`config.mk`:
```
export PLATFORM = sky130hd
export DESIGN_NAME = io_bus_controller
export DESIGN_NICKNAME = d
export VERILOG_FILES = /design/src/rtl/io_map_pkg.sv /design/src/rtl/switch_debouncer.sv /design/src/rtl/io_bus_controller.sv
export SDC_FILE = /design/constraint.sdc
export NUM_CORES = 1
export LEC_CHECK = 0
export BUFFER_PORTS_ARGS = -buffer_cell sky130_fd_sc_hd__clkbuf_2
export CAP_MARGIN = 20
export CORE_ASPECT_RATIO = 0.6
export CORE_MARGIN = 1
export CORE_UTILIZATION = 55
export CTS_BUF_LIST = sky130_fd_sc_hd__clkbuf_2
export CTS_CLUSTER_DIAMETER = 150
export DETAILED_ROUTE_END_ITERATION = 7
export PLACE_DENSITY_LB_ADDON = 0.12
export SKIP_LAST_GASP = 1
export SYNTH_ARGS = -nofsm -noshare
export SYNTH_HDL_FRONTEND = slang
export SYNTH_SLANG_ARGS = --single-unit
```
`constraint.sdc`:
```
create_clock -name clk -period 3.7 [get_ports clk]
set_input_delay 0 -clock clk [delete_from_list [all_inputs] [get_ports clk]]
set_output_delay 0 -clock clk [all_outputs]
set_load 0.03 [all_outputs]
```
`src/rtl/io_map_pkg.sv`:
```
// IO bus word-offset map shared by the bus controller and its bench.
// Offsets index addr[4:2] inside the IO region.
package io_map_pkg;

    localparam logic [2:0] OFF_HEX    = 3'd0;
    localparam logic [2:0] OFF_LEDR   = 3'd1;
    localparam logic [2:0] OFF_LEDG   = 3'd2;
    localparam logic [2:0] OFF_SW     = 3'd4;
    localparam logic [2:0] OFF_SWSTAT = 3'd5;

    localparam int SWSTAT_CHG_BIT = 0;

endpackage

```
`src/rtl/switch_debouncer.sv`:
```
// Two-flop synchronizer plus saturating-counter debouncer for a switch bus.
// chg_o pulses in the cycle the stable value is about to update.
module switch_debouncer #(
    parameter int SW_WIDTH        = 10,
    parameter int DEBOUNCE_CYCLES = 4
) (
    input  logic                clk_i,
    input  logic                rst_ni,
    input  logic [SW_WIDTH-1:0] sw_i,
    output logic [SW_WIDTH-1:0] stable_o,
    output logic                chg_o
);

    localparam int CW = 16;
    localparam logic [CW-1:0] THRESH = CW'(DEBOUNCE_CYCLES - 1);

    logic [SW_WIDTH-1:0] sync1_q, sync2_q, prev_q, stable_q, stable_d;
    logic [CW-1:0]       cnt_q, cnt_d;
    logic                smp_chg, upd;

    // The first cycle of a new sample counts as cycle one of the window.
    always_comb begin
        smp_chg  = (sync2_q != prev_q);
        cnt_d    = cnt_q;
        if (smp_chg) begin
            cnt_d = '0;
        end else if (cnt_q != '1) begin
            cnt_d = cnt_q + CW'(1);
        end
        upd      = (sync2_q != stable_q) && (cnt_d >= THRESH);
        stable_d = upd ? sync2_q : stable_q;
    end

    always_ff @(posedge clk_i) begin
        if (!rst_ni) begin
            sync1_q  <= '0;
            sync2_q  <= '0;
            prev_q   <= '0;
            stable_q <= '0;
            cnt_q    <= '0;
        end else begin
            sync1_q  <= sw_i;
            sync2_q  <= sync1_q;
            prev_q   <= sync2_q;
            stable_q <= stable_d;
            cnt_q    <= cnt_d;
        end
    end

    assign stable_o = stable_q;
    assign chg_o    = upd;

endmodule

```
`src/rtl/io_bus_controller.sv`:
```
// Load/store bus splitter: memory-mapped HEX/LED/switch registers in the
// top address region, everything else forwarded to data memory.
module io_bus_controller
    import io_map_pkg::*;
#(
    parameter int DATA_BIT_WIDTH  = 32,
    parameter int IO_REGION_BITS  = 4,
    parameter int HEX_WIDTH       = 16,
    parameter int LEDR_WIDTH      = 10,
    parameter int LEDG_WIDTH      = 8,
    parameter int SW_WIDTH        = 10,
    parameter int DEBOUNCE_CYCLES = 4
) (
    input  logic                      clk,
    input  logic                      reset_n,
    input  logic                      wrMEM,
    input  logic                      rdMEM,
    input  logic [DATA_BIT_WIDTH-1:0] addr,
    input  logic [DATA_BIT_WIDTH-1:0] wrData,
    input  logic [DATA_BIT_WIDTH-1:0] memRdData,
    input  logic [SW_WIDTH-1:0]       switchesIn,
    output logic                      memWe,
    output logic [DATA_BIT_WIDTH-1:0] rdData,
    output logic                      rdValid,
    output logic [HEX_WIDTH-1:0]      hexOut,
    output logic [LEDR_WIDTH-1:0]     ledrOut,
    output logic [LEDG_WIDTH-1:0]     ledgOut,
    output logic                      swIrq
);

    logic                      is_io;
    logic [2:0]                off;
    logic [HEX_WIDTH-1:0]      hex_q, hex_d;
    logic [LEDR_WIDTH-1:0]     ledr_q, ledr_d;
    logic [LEDG_WIDTH-1:0]     ledg_q, ledg_d;
    logic                      flag_q, flag_d;
    logic                      rdv_q, rdv_d;
    logic                      sel_q, sel_d;
    logic [DATA_BIT_WIDTH-1:0] rio_q, rio_d;
    logic [SW_WIDTH-1:0]       sw_stable;
    logic                      sw_chg, sw_clr;
    logic                      unused_ok;

    assign is_io     = &addr[DATA_BIT_WIDTH-1 -: IO_REGION_BITS];
    assign off       = addr[4:2];
    assign memWe     = wrMEM & ~is_io;
    assign unused_ok = ^{addr, wrData};

    switch_debouncer #(
        .SW_WIDTH        (SW_WIDTH),
        .DEBOUNCE_CYCLES (DEBOUNCE_CYCLES)
    ) u_deb (
        .clk_i    (clk),
        .rst_ni   (reset_n),
        .sw_i     (switchesIn),
        .stable_o (sw_stable),
        .chg_o    (sw_chg)
    );

    // Read word is built from current register values, so a same-cycle
    // write is not visible to the read.
    always_comb begin
        rio_d = '0;
        unique case (off)
            OFF_HEX:    rio_d[HEX_WIDTH-1:0]  = hex_q;
            OFF_LEDR:   rio_d[LEDR_WIDTH-1:0] = ledr_q;
            OFF_LEDG:   rio_d[LEDG_WIDTH-1:0] = ledg_q;
            OFF_SW:     rio_d[SW_WIDTH-1:0]   = sw_stable;
            OFF_SWSTAT: rio_d[SWSTAT_CHG_BIT] = flag_q;
            default:    rio_d = '0;
        endcase

        hex_d  = hex_q;
        ledr_d = ledr_q;
        ledg_d = ledg_q;
        if (wrMEM && is_io) begin
            unique case (off)
                OFF_HEX:  hex_d  = wrData[HEX_WIDTH-1:0];
                OFF_LEDR: ledr_d = wrData[LEDR_WIDTH-1:0];
                OFF_LEDG: ledg_d = wrData[LEDG_WIDTH-1:0];
                default:  ;
            endcase
        end

        rdv_d  = rdMEM;
        sel_d  = rdMEM & is_io;
        sw_clr = rdMEM && is_io && (off == OFF_SWSTAT);
        flag_d = sw_chg ? 1'b1 : (sw_clr ? 1'b0 : flag_q);
    end

    always_ff @(posedge clk) begin
        if (!reset_n) begin
            hex_q  <= '0;
            ledr_q <= '0;
            ledg_q <= '0;
            flag_q <= 1'b0;
            rdv_q  <= 1'b0;
            sel_q  <= 1'b0;
            rio_q  <= '0;
        end else begin
            hex_q  <= hex_d;
            ledr_q <= ledr_d;
            ledg_q <= ledg_d;
            flag_q <= flag_d;
            rdv_q  <= rdv_d;
            sel_q  <= sel_d;
            rio_q  <= rio_d;
        end
    end

    assign rdData  = sel_q ? rio_q : memRdData;
    assign rdValid = rdv_q;
    assign hexOut  = hex_q;
    assign ledrOut = ledr_q;
    assign ledgOut = ledg_q;
    assign swIrq   = flag_q;

endmodule

```
==> flow_summary_export.csv, run 1 <==
group,metric,value,unit
critical_path,crit_family,"simple AND/OR/NAND/NOR gates",
logic_synthesis,ys.flop_type,"dfxtp_1",
logic_synthesis,synth_edf_count,0,
logic_synthesis,synthTopCellsByCount,"109 x dfxtp_1, 64 x nand2_1, 40 x nor2b_1, 36 x nor2_1, 35 x mux2i_1",
logic_synthesis,ys_types,48,
clocking,cts-resized-gates,0,
timing,hold_violations,0,
run,maxCapViolCount,0,
clocking,htree_levels,3,
timing,worst_slew_pin_slew,0.972,ns
clocking,cts_tree,"done",
clocking,clkTransAtPathRegs,0.29,ns
timing,setup_viol,0,
layout,regArea,0.00218,mm²
logic_synthesis,synthesis.nets,616,
clocking,cts_buffers,9,
place,gp_congestion,0.857,
place,pre_cts_ws,0.885,ns
critical_path,path_buf_inv,0,
route,vias_per_cell,5.37,
route,ant_nets,0,
layout,drive_gt1_frac,0.274,
critical_path,crit_required,4.24,ns
logic_synthesis,yosysMostFrequentCell,"dfxtp_1",
grt,grt_max_degree,57,
die,die_y,73.9,µm
logic_synthesis,syn_avg_cell_area,9.39,µm²
place,dp_hpwl,8.44,mm
worst_hold_path,worstHoldPathType,"primary input to register",
route,dr.first_iter.drc_count,321,
grt,gr-total-overflow,0,
logic_synthesis,ys_seq_elements,109,
timing,min_period,2.94,ns
route,drt_wl_total,11.8,mm
critical_path,cp_cell_sequence,"ha_1, nand4_2, nor2_1, a31oi_1, or3_1, nor4b_2, a31o_2, mux2i_1",
worst_hold_path,whs_endpoint,"u_deb.sync1_q[4]",
logic_synthesis,async_flop_share,0,
power,leakagePower,2.69,nW
route,drt-pass1-iter-count,5,
layout,fillers,650,
layout,multiInputGateArea,0.00235,mm²
outcome,status,"completed",
die,die_x,122,µm
route,post_drt_wl_per_cell,15.2,µm
critical_path,cp-start-kind,"register",
die,start_util,0.585,
timing,fmax,0.340,GHz
grt,antenna_found_initial,0,
critical_path,cp_max_fo,11,
die,core-area,0.00810,mm²
critical_path,r2r_start,"u_deb.cnt_q[0]",
layout,nets,771,
critical_path,crit_path_top_delay_cell,"dfxtp_1",
place,io_buffers,137,
die,num_io_pins,179,
critical_path,cp.arrival,3.48,ns
critical_path,setup.worst_path.class,"register to register",
logic_synthesis,netlist_area,0.00474,mm²
timing,period_share,0.795,
critical_path,reg2reg_slack,0.76,ns
grt,grt_pass1_wl,18.3,mm
critical_path,crit_path_max_incr_delay,0.50,ns
logic_synthesis,yosys_warnings,0,
route,vias,4142,
logic_synthesis,yosysSeqAreaShare,0.460,
power,p_per_area,329,mW/mm²
timing,slew_headroom,0.352,
clocking,root_buffer,"clkbuf_2",
die,dieArea,0.00901,mm²
timing,slew_viol_final,0,
timing,fin_tns_setup,0,ns
clocking,cts_sinks,109,
logic_synthesis,synthCells,505,
critical_path,ff2ff_path_depth,8,
logic_synthesis,yosysTopAreaCellShare,0.460,
timing,skew,0.0349,ns
timing,setup_ws,0.757,ns
critical_path,r2r-end,"u_deb.stable_o[9]",
layout,n_antenna_cell,0,
power,power,0.00193,W
die,num_rows,25,
grt,grt_pass1_vias,3700,
power,ir_worst_vdd,0.268,mV
layout,syn_to_final_growth,23.9,%
logic_synthesis,yosys-top-cells-area,"dfxtp_1 46%, mux2i_1 7.4%, nor2b_1 5.3%",
clocking,cts_buffer_depth,2,
clocking,clock_latency,0.60,ns
worst_hold_path,hold_start,"switchesIn[4]",
route,post-route-drc-count,0,
worst_hold_path,holdPathStages,3,
timing,rsz0062_at_grt,"false",
grt,grt_usage,0.268,
critical_path,worstSetupEndpointType,"register",
logic_synthesis,yosysTopAreaCell,"dfxtp_1",
==> layer usage <==
layer | wire [µm] | vias to the layer above | track usage
met2 | 5250 | 172 | 0.413
met3 | 920 | 13 | 0.0652
li1 | - | 2024 | -
met1 | 5450 | 1933 | 0.373
met5 | 0 | - | 0
met4 | 144 | 0 | 0.0823
==> where the power goes <==
| part | internal, W | leakage, nW | switching (W) | total [W] |
|---|---|---|---|---|
| logic | 0.000105 | 1.75 | 0.000126 | 0.000232 |
| registers | 0.00120 | 0.883 | 0.0000103 | 0.00121 |
| clock network | 0.0000982 | 0.0605 | 0.000396 | 0.000494 |
==> layout by cell type (no fill, tap or decap), types with 2 or more instances in the layout <==
master	synthesis	routed
nor3_1	4	4
xnor2_1	16	16
mux2i_1	35	35
buf_4	0	3
o2111ai_1	2	2
a31oi_1	2	2
clkbuf_2	0	147
mux2_2	16	16
nand4_2	2	2
a21oi_1	8	8
dlygate4sd3_1	0	33
a21boi_0	16	16
a22oi_1	7	7
nor4_1	3	3
nand3_1	10	10
nor2b_1	40	40
and2_1	22	22
nand4_1	10	10
inv_1	12	12
o21ai_0	5	5
a221oi_1	7	7
a21boi_1	2	2
nand2_1	64	64
xor2_1	11	11
nand2b_1	4	4
a31o_2	2	2
and3_1	11	11
and4_1	3	3
dfxtp_1	109	109
nor2_1	36	36
clkinv_4	0	2
==> worst reg2reg max path: cells and delay by family, from the launching register on <==
kind	cells	cell delay (ns)
and+or+nand+nor	4	1.19
AOI/OAI and AO/OA	2	0.64
DFF	1	0.50
adders and majority gates	1	0.31
muxes	1	0.24
==> kinds of logic (layout without fill, tap and decap cells) <==
family | count (synthesis) | after routing | share of synthesized area
AO/OA/AOI/OAI | 58 | 58 | 0.0900
XOR/XNOR | 27 | 27 | 0.0499
buffers and inverters | 42 | 201 | 0.0435
adder cells (fa/ha/maj) | 1 | 1 | 0.00264
multiplexers | 52 | 52 | 0.117
flip-flops | 109 | 109 | 0.460
AND/OR/NAND/NOR | 216 | 216 | 0.237
==> repair_timing <==
action                    CTS  global route
setup buffers               0             0
hold buffers               33             0
hold endpoints to repair   57             0
==> cell type report <==
cell class,count,area share
Multi-Input combinational cell,354,0.400
Sequential cell,109,0.371
Timing Repair Buffer,174,0.181
Tap cell,108,0.0230
Clock buffer,10,0.00852
Clock inverter,5,0.00766
Inverter,12,0.00766
==> state kept, by name (all words and copies together), names as in the netlist <==
register and cells:
sel_q 1, ledrOut 10, swIrq 1, u_deb.cnt_q 16, rdValid 1, u_deb.sync2_q 10, u_deb.stable_o 10, rio_q 16
ledgOut 8, hexOut 16, u_deb.sync1_q 10, u_deb.prev_q 10
==> worst max path at each step <==
stage	to	from	cells after the start
after CTS	u_deb.stable_o[9]	u_deb.cnt_q[0]	8
after global routing	u_deb.stable_o[2]	u_deb.cnt_q[0]	8
after detailed placement	u_deb.stable_o[6]	u_deb.cnt_q[0]	8
after floorplan	u_deb.stable_o[0]	u_deb.cnt_q[0]	10
after global placement	u_deb.stable_o[8]	u_deb.cnt_q[0]	8
final	u_deb.stable_o[9]	u_deb.cnt_q[0]	8
==> metrics by stage <==
stage / util / instance area [µm²] / hold slack [ns] / cells
2_1_floorplan: - / 4740 / 0.127 / 505
3_3_place_gp: 0.669 / 5420 / 0.206 / 723
3_5_place_dp: 0.669 / 5420 / 0.211 / 723
4_1_cts: 0.722 / 5850 / 0.0757 / 771
5_1_grt: 0.725 / 5880 / 0.0611 / 772
6_report: 0.725 / 5880 / 0.124 / 772
Power figures use the tool's default switching activity.
==> inputs of run 2 (changes only) <==
- CORE_UTILIZATION: 55 -> 51
- clock period: 3.7 -> 2.8 ns (I/O delays scaled with it)
==> run 2 against run 1 <==
  * Sequential share of layout area down 1.0 points
  * Critical path type unchanged
  * Largest power group unchanged
  * Worst hold slack worse by 0.013 ns
  * Sequential power is 31% higher
  * Highest routed layer unchanged
  * Non-clock buffer count rose by 16
  * Worst setup slack got worse by 0.52 ns
  * Global-route usage fell by 1.4 points
==> flow_summary_export.csv, run 2 (synthesis results as in run 1) <==
group,metric,value,unit
outcome,status,"completed",
place,dp.cells,734,
layout,finalNonFillerCells,794,
timing,hold_violations,0,
die,num_io_pins,179,
critical_path,ff2ff_path_depth,8,
layout,multiInputGateArea,0.00236,mm²
layout,layout_common_cells,"146 x clkbuf_2, 109 x dfxtp_1, 64 x nand2_1",
critical_path,worstSetupEndpoint,"u_deb.stable_o[3]",
die,core-area,0.00875,mm²
die,start_util,0.542,
place,io_buffers,137,
critical_path,crit_family,"simple AND/OR/NAND/NOR gates",
critical_path,crit_path_top_delay_cell,"dfxtp_1",
layout,nets,787,
critical_path,cp_cell_sequence,"ha_1, nand4_2, a311oi_2, nor2_1, or3_1, nor4b_2, a31o_4, mux2i_1",
layout,drive_gt1_frac,0.278,
clocking,cts_setup_buffers,0,
route,vias,4196,
critical_path,worstSetupEndpointType,"register",
timing,holdWs,0.111,ns
critical_path,startpoint,"u_deb.cnt_q[1]",
critical_path,r2r_start,"u_deb.cnt_q[1]",
timing,fmax,0.390,GHz
clocking,cts_sinks,109,
critical_path,setup.worst_path.class,"register to register",
layout,fillers,685,
critical_path,path_buf_inv,0,
clocking,clock_latency,0.60,ns
timing,rsz0062_at_grt,"true",
clocking,htree_levels,3,
grt,grt_max_degree,60,
critical_path,crit_required,3.35,ns
place,dp_hpwl,8.58,mm
clocking,cts_tree,"done",
grt,grt_pass1_vias,4003,
die,die_x,126,µm
timing,skew,0.0260,ns
timing,min_period,2.57,ns
layout,mostFrequentLayoutCell,"clkbuf_2",
timing,worst_slew_pin_slew,1.01,ns
route,ant_nets,0,
layout,regArea,0.00218,mm²
critical_path,cp-start-kind,"register",
clocking,clkTransAtPathRegs,0.30,ns
die,num_rows,26,
critical_path,reg2reg_slack,0.23,ns
critical_path,crit_path_max_incr_delay,0.44,ns
timing,setup_viol,0,
critical_path,cp_max_fo,11,
route,drt-pass1-iter-count,5,
clocking,cts_buffer_depth,2,
route,post_drt_wl_per_cell,15.1,µm
power,leakagePower,2.79,nW
layout,syn_to_final_growth,27.5,%
die,dieArea,0.00970,mm²
clocking,root_buffer,"clkbuf_2",
clocking,cts_buffers,9,
grt,grt_pass1_wl,19.4,mm
worst_hold_path,worstHoldPathType,"primary input to register",
die,die_y,76.7,µm
run,maxCapViolCount,0,
route,drt_wl_total,12.0,mm
power,ir_worst_vdd,0.365,mV
power,p_per_area,441,mW/mm²
route,post-route-drc-count,0,
timing,period_share,0.917,
grt,gr-total-overflow,0,
route,dr.first_iter.drc_count,341,
route,vias_per_cell,5.28,
critical_path,r2r-end,"u_deb.stable_o[3]",
grt,grt_usage,0.255,
critical_path,worstSetupPathDepth,8,
grt,antenna_found_initial,0,
timing,slew_headroom,0.325,
timing,slew_viol_final,0,
place,gp_congestion,0.849,
critical_path,cp.arrival,3.12,ns
==> run 2: repair_timing <==
action	CTS	global route
hold endpoints to repair	62	0
gates resized for setup	0	1
endpoints found under the setup margin	0	11
hold buffers	43	0
==> run 2: how the worst min path moves through the flow <==
| stage | slack [ns] | startpoint | cells past startpoint | end |
|---|---|---|---|---|
| finish | 0.11 | switchesIn[6] | 3 | u_deb.sync1_q[6] |
| global route | 0.06 | switchesIn[1] | 3 | u_deb.sync1_q[1] |
| CTS | 0.08 | switchesIn[4] | 3 | u_deb.sync1_q[4] |
| detailed placement | 0.21 | switchesIn[4] | 2 | u_deb.sync1_q[4] |
| global placement | 0.21 | switchesIn[5] | 2 | u_deb.sync1_q[5] |
| floorplan | 0.13 | switchesIn[0] | 1 | u_deb.sync1_q[0] |
==> run 2: per-layer routing <==
metal | vias to the layer above | GRT usage | part of all wire
met1 | 1984 | 0.356 | 0.49
li1 | 2062 | - | -
met4 | 0 | 0.0627 | 0.013
met2 | 136 | 0.400 | 0.44
met3 | 14 | 0.0551 | 0.058
met5 | - | 0 | 0
==> run 2: stage by stage <==
step                      power (W)  cell area, µm²   util  TNS [ns]  setup WS (ns)
final                       0.00266            6050  0.691         0          0.233
after global routing        0.00277            6040  0.691   -0.0196        -0.0196
after CTS                   0.00268            6040  0.690         0          0.132
after detailed placement    0.00189            5480  0.626         0          0.168
after global placement      0.00189            5480  0.626         0          0.256
after floorplan             0.00178            4740      -         0          0.499
==> run 2: final cells by class <==
cell class / instances / share of cell area
Inverter: 12 / 0.00745
Tap cell: 112 / 0.0232
Antenna cell: 1 / 0.000414
Clock inverter: 7 / 0.0130
Timing Repair Buffer: 190 / 0.197
Clock buffer: 9 / 0.00745
Sequential cell: 109 / 0.361
Multi-Input combinational cell: 354 / 0.391
==> run 2: power by group <==
group / total, W / switching (W) / internal (W)
registers: 0.00159 / 0.0000139 / 0.00158
logic: 0.000308 / 0.000167 / 0.000140
clock network: 0.000763 / 0.000543 / 0.000220
==> run 2: worst min-delay path: stages <==
cell and delay (ns):
dlygate4sd3_1 0.52, clkbuf_2 0.09, and2_1 0.10
==> inputs of run 3 (changes only) <==
- CAP_MARGIN: 20 -> not set
- PLACE_DENSITY_LB_ADDON: 0.12 -> 0.08
==> run 3 against run 2 <==
  * Worst setup slack gained 0.013 ns
  * Routed wire length grew 0.36%
  * Sequential cell count unchanged
  * Via count fell by 0.79%
  * Sequential share of layout area grew 0.22 points
  * Register-to-register slack barely moved
  * Clock skew increased by 0.0010 ns
  * Worst hold slack worse by 0.0050 ns
  * Non-clock buffer count shrank 2
  * Combinational power barely moved
  * Clock power decreased by 10%
  * Final cell count decreased by 0.38%
==> flow_summary_export.csv, run 3 (synthesis results as in run 1) <==
group,metric,value,unit
outcome,status,"completed",
layout,mostFrequentLayoutCell,"clkbuf_2",
clocking,cts_tree,"done",
die,die_y,76.7,µm
place,gp_congestion,0.832,
grt,grt_usage,0.253,
critical_path,setup.worst_path.class,"register to register",
clocking,root_buffer,"clkbuf_2",
die,core-area,0.00875,mm²
die,dieArea,0.00970,mm²
clocking,cts_buffer_depth,2,
route,post-route-drc-count,0,
clocking,clkTransAtPathRegs,0.29,ns
timing,hold_violations,0,
layout,n_antenna_cell,0,
run,maxCapViolCount,0,
critical_path,worstSetupEndpointType,"register",
layout,fin_util,0.687,
grt,grt_pass1_vias,3790,
worst_hold_path,worstHoldPathType,"primary input to register",
route,drt-pass1-iter-count,4,
route,dr.first_iter.drc_count,271,
clocking,cts_sinks,109,
power,power,0.00259,W
timing,rsz0062_at_grt,"false",
route,vias_per_cell,5.26,
clocking,cts_setup_buffers,0,
clocking,htree_levels,3,
timing,min_period,2.55,ns
timing,fin_tns_setup,0,ns
timing,setup_viol,0,
die,die_x,126,µm
layout,nets,785,
grt,gr-total-overflow,0,
die,num_io_pins,179,
power,ir_worst_vdd,0.268,mV
timing,worst_slew_pin_slew,0.667,ns
timing,skew,0.0270,ns
grt,grt_max_degree,72,
clocking,clock_latency,0.62,ns
place,dp_hpwl,8.66,mm
critical_path,crit_required,3.37,ns
layout,syn_to_final_growth,26.8,%
die,num_rows,26,
timing,period_share,0.912,
power,leakagePower,2.76,nW
critical_path,cp.arrival,3.12,ns
layout,layout_common_cells,"147 x clkbuf_2, 108 x dfxtp_1, 64 x nand2_1",
power,p_per_area,430,mW/mm²
grt,grt_pass1_wl,19.2,mm
die,start_util,0.542,
route,drt_wl_total,12.0,mm
route,ant_nets,0,
route,post_drt_wl_per_cell,15.2,µm
route,vias,4163,
place,io_buffers,137,
critical_path,cp-start-kind,"register",
timing,holdWs,0.106,ns
timing,fmax,0.392,GHz
timing,slew_viol_final,0,
timing,slew_headroom,0.553,
grt,antenna_found_initial,0,
clocking,cts_buffers,9,
layout,drive_gt1_frac,0.278,
critical_path,cp_max_fo,11,
layout,fillers,726,
run 3: path summary, 6_finish.rpt:
kind                     from                end  slack, ns  cells past startpoint
min             switchesIn[5]   u_deb.sync1_q[5]       0.11                      3
max            u_deb.cnt_q[1]  u_deb.stable_o[7]       0.25                      9
max reg2reg    u_deb.cnt_q[1]  u_deb.stable_o[7]       0.25                      9
min reg2reg  u_deb.sync1_q[3]   u_deb.sync2_q[3]       0.47                      1
run 3: per-stage QoR:
step / cell area, µm² / setup WS [ns] / cells
4_1_cts: 6010 / 0.178 / 791
3_3_place_gp: 5490 / 0.321 / 733
5_1_grt: 6010 / 0.0398 / 791
6_report: 6010 / 0.246 / 791
2_1_floorplan: 4740 / 0.499 / 505
3_5_place_dp: 5490 / 0.225 / 733
run 3: metal layers:
metal	track usage	vias up	share of wire
met5	0	-	0
met2	0.394	137	0.44
li1	-	2045	-
met1	0.353	1968	0.50
met4	0.0614	0	0.0098
met3	0.0614	13	0.053
run 3: final cells by class:
class,instances,area [µm²],share of cell area
clock buffers,10,50.0,0.00832
clock inverters,6,52.6,0.00874
inverters,12,45.0,0.00749
multi-input cells,354,2360,0.392
flip-flops and latches,109,2180,0.363
well taps,112,140,0.0233
repair buffers,188,1190,0.197
run 3: where the power goes:
| part | leakage (nW) | internal [W] | total (W) | switching, W |
|---|---|---|---|---|
| clock | 0.0688 | 0.000143 | 0.000683 | 0.000540 |
| sequential | 0.884 | 0.00158 | 0.00159 | 0.0000133 |
| combinational | 1.81 | 0.000142 | 0.000310 | 0.000169 |
run 3: critical path, stage by stage, from the launching register on:
cell     delay, ns
dfxtp_1       0.45
ha_2          0.26
nand4_2       0.18
nor2_1        0.19
a31oi_1       0.15
or3_1         0.41
nor4b_2       0.30
a31o_2        0.23
buf_12        0.15
mux2i_1       0.19
run 3: timing repair:
item / 4_1_cts / 5_1_grt
hold buffers: 42 / 0
resized for setup: 0 / 2
endpoints found under the hold margin: 60 / 0
endpoints found under the setup margin: 0 / 10
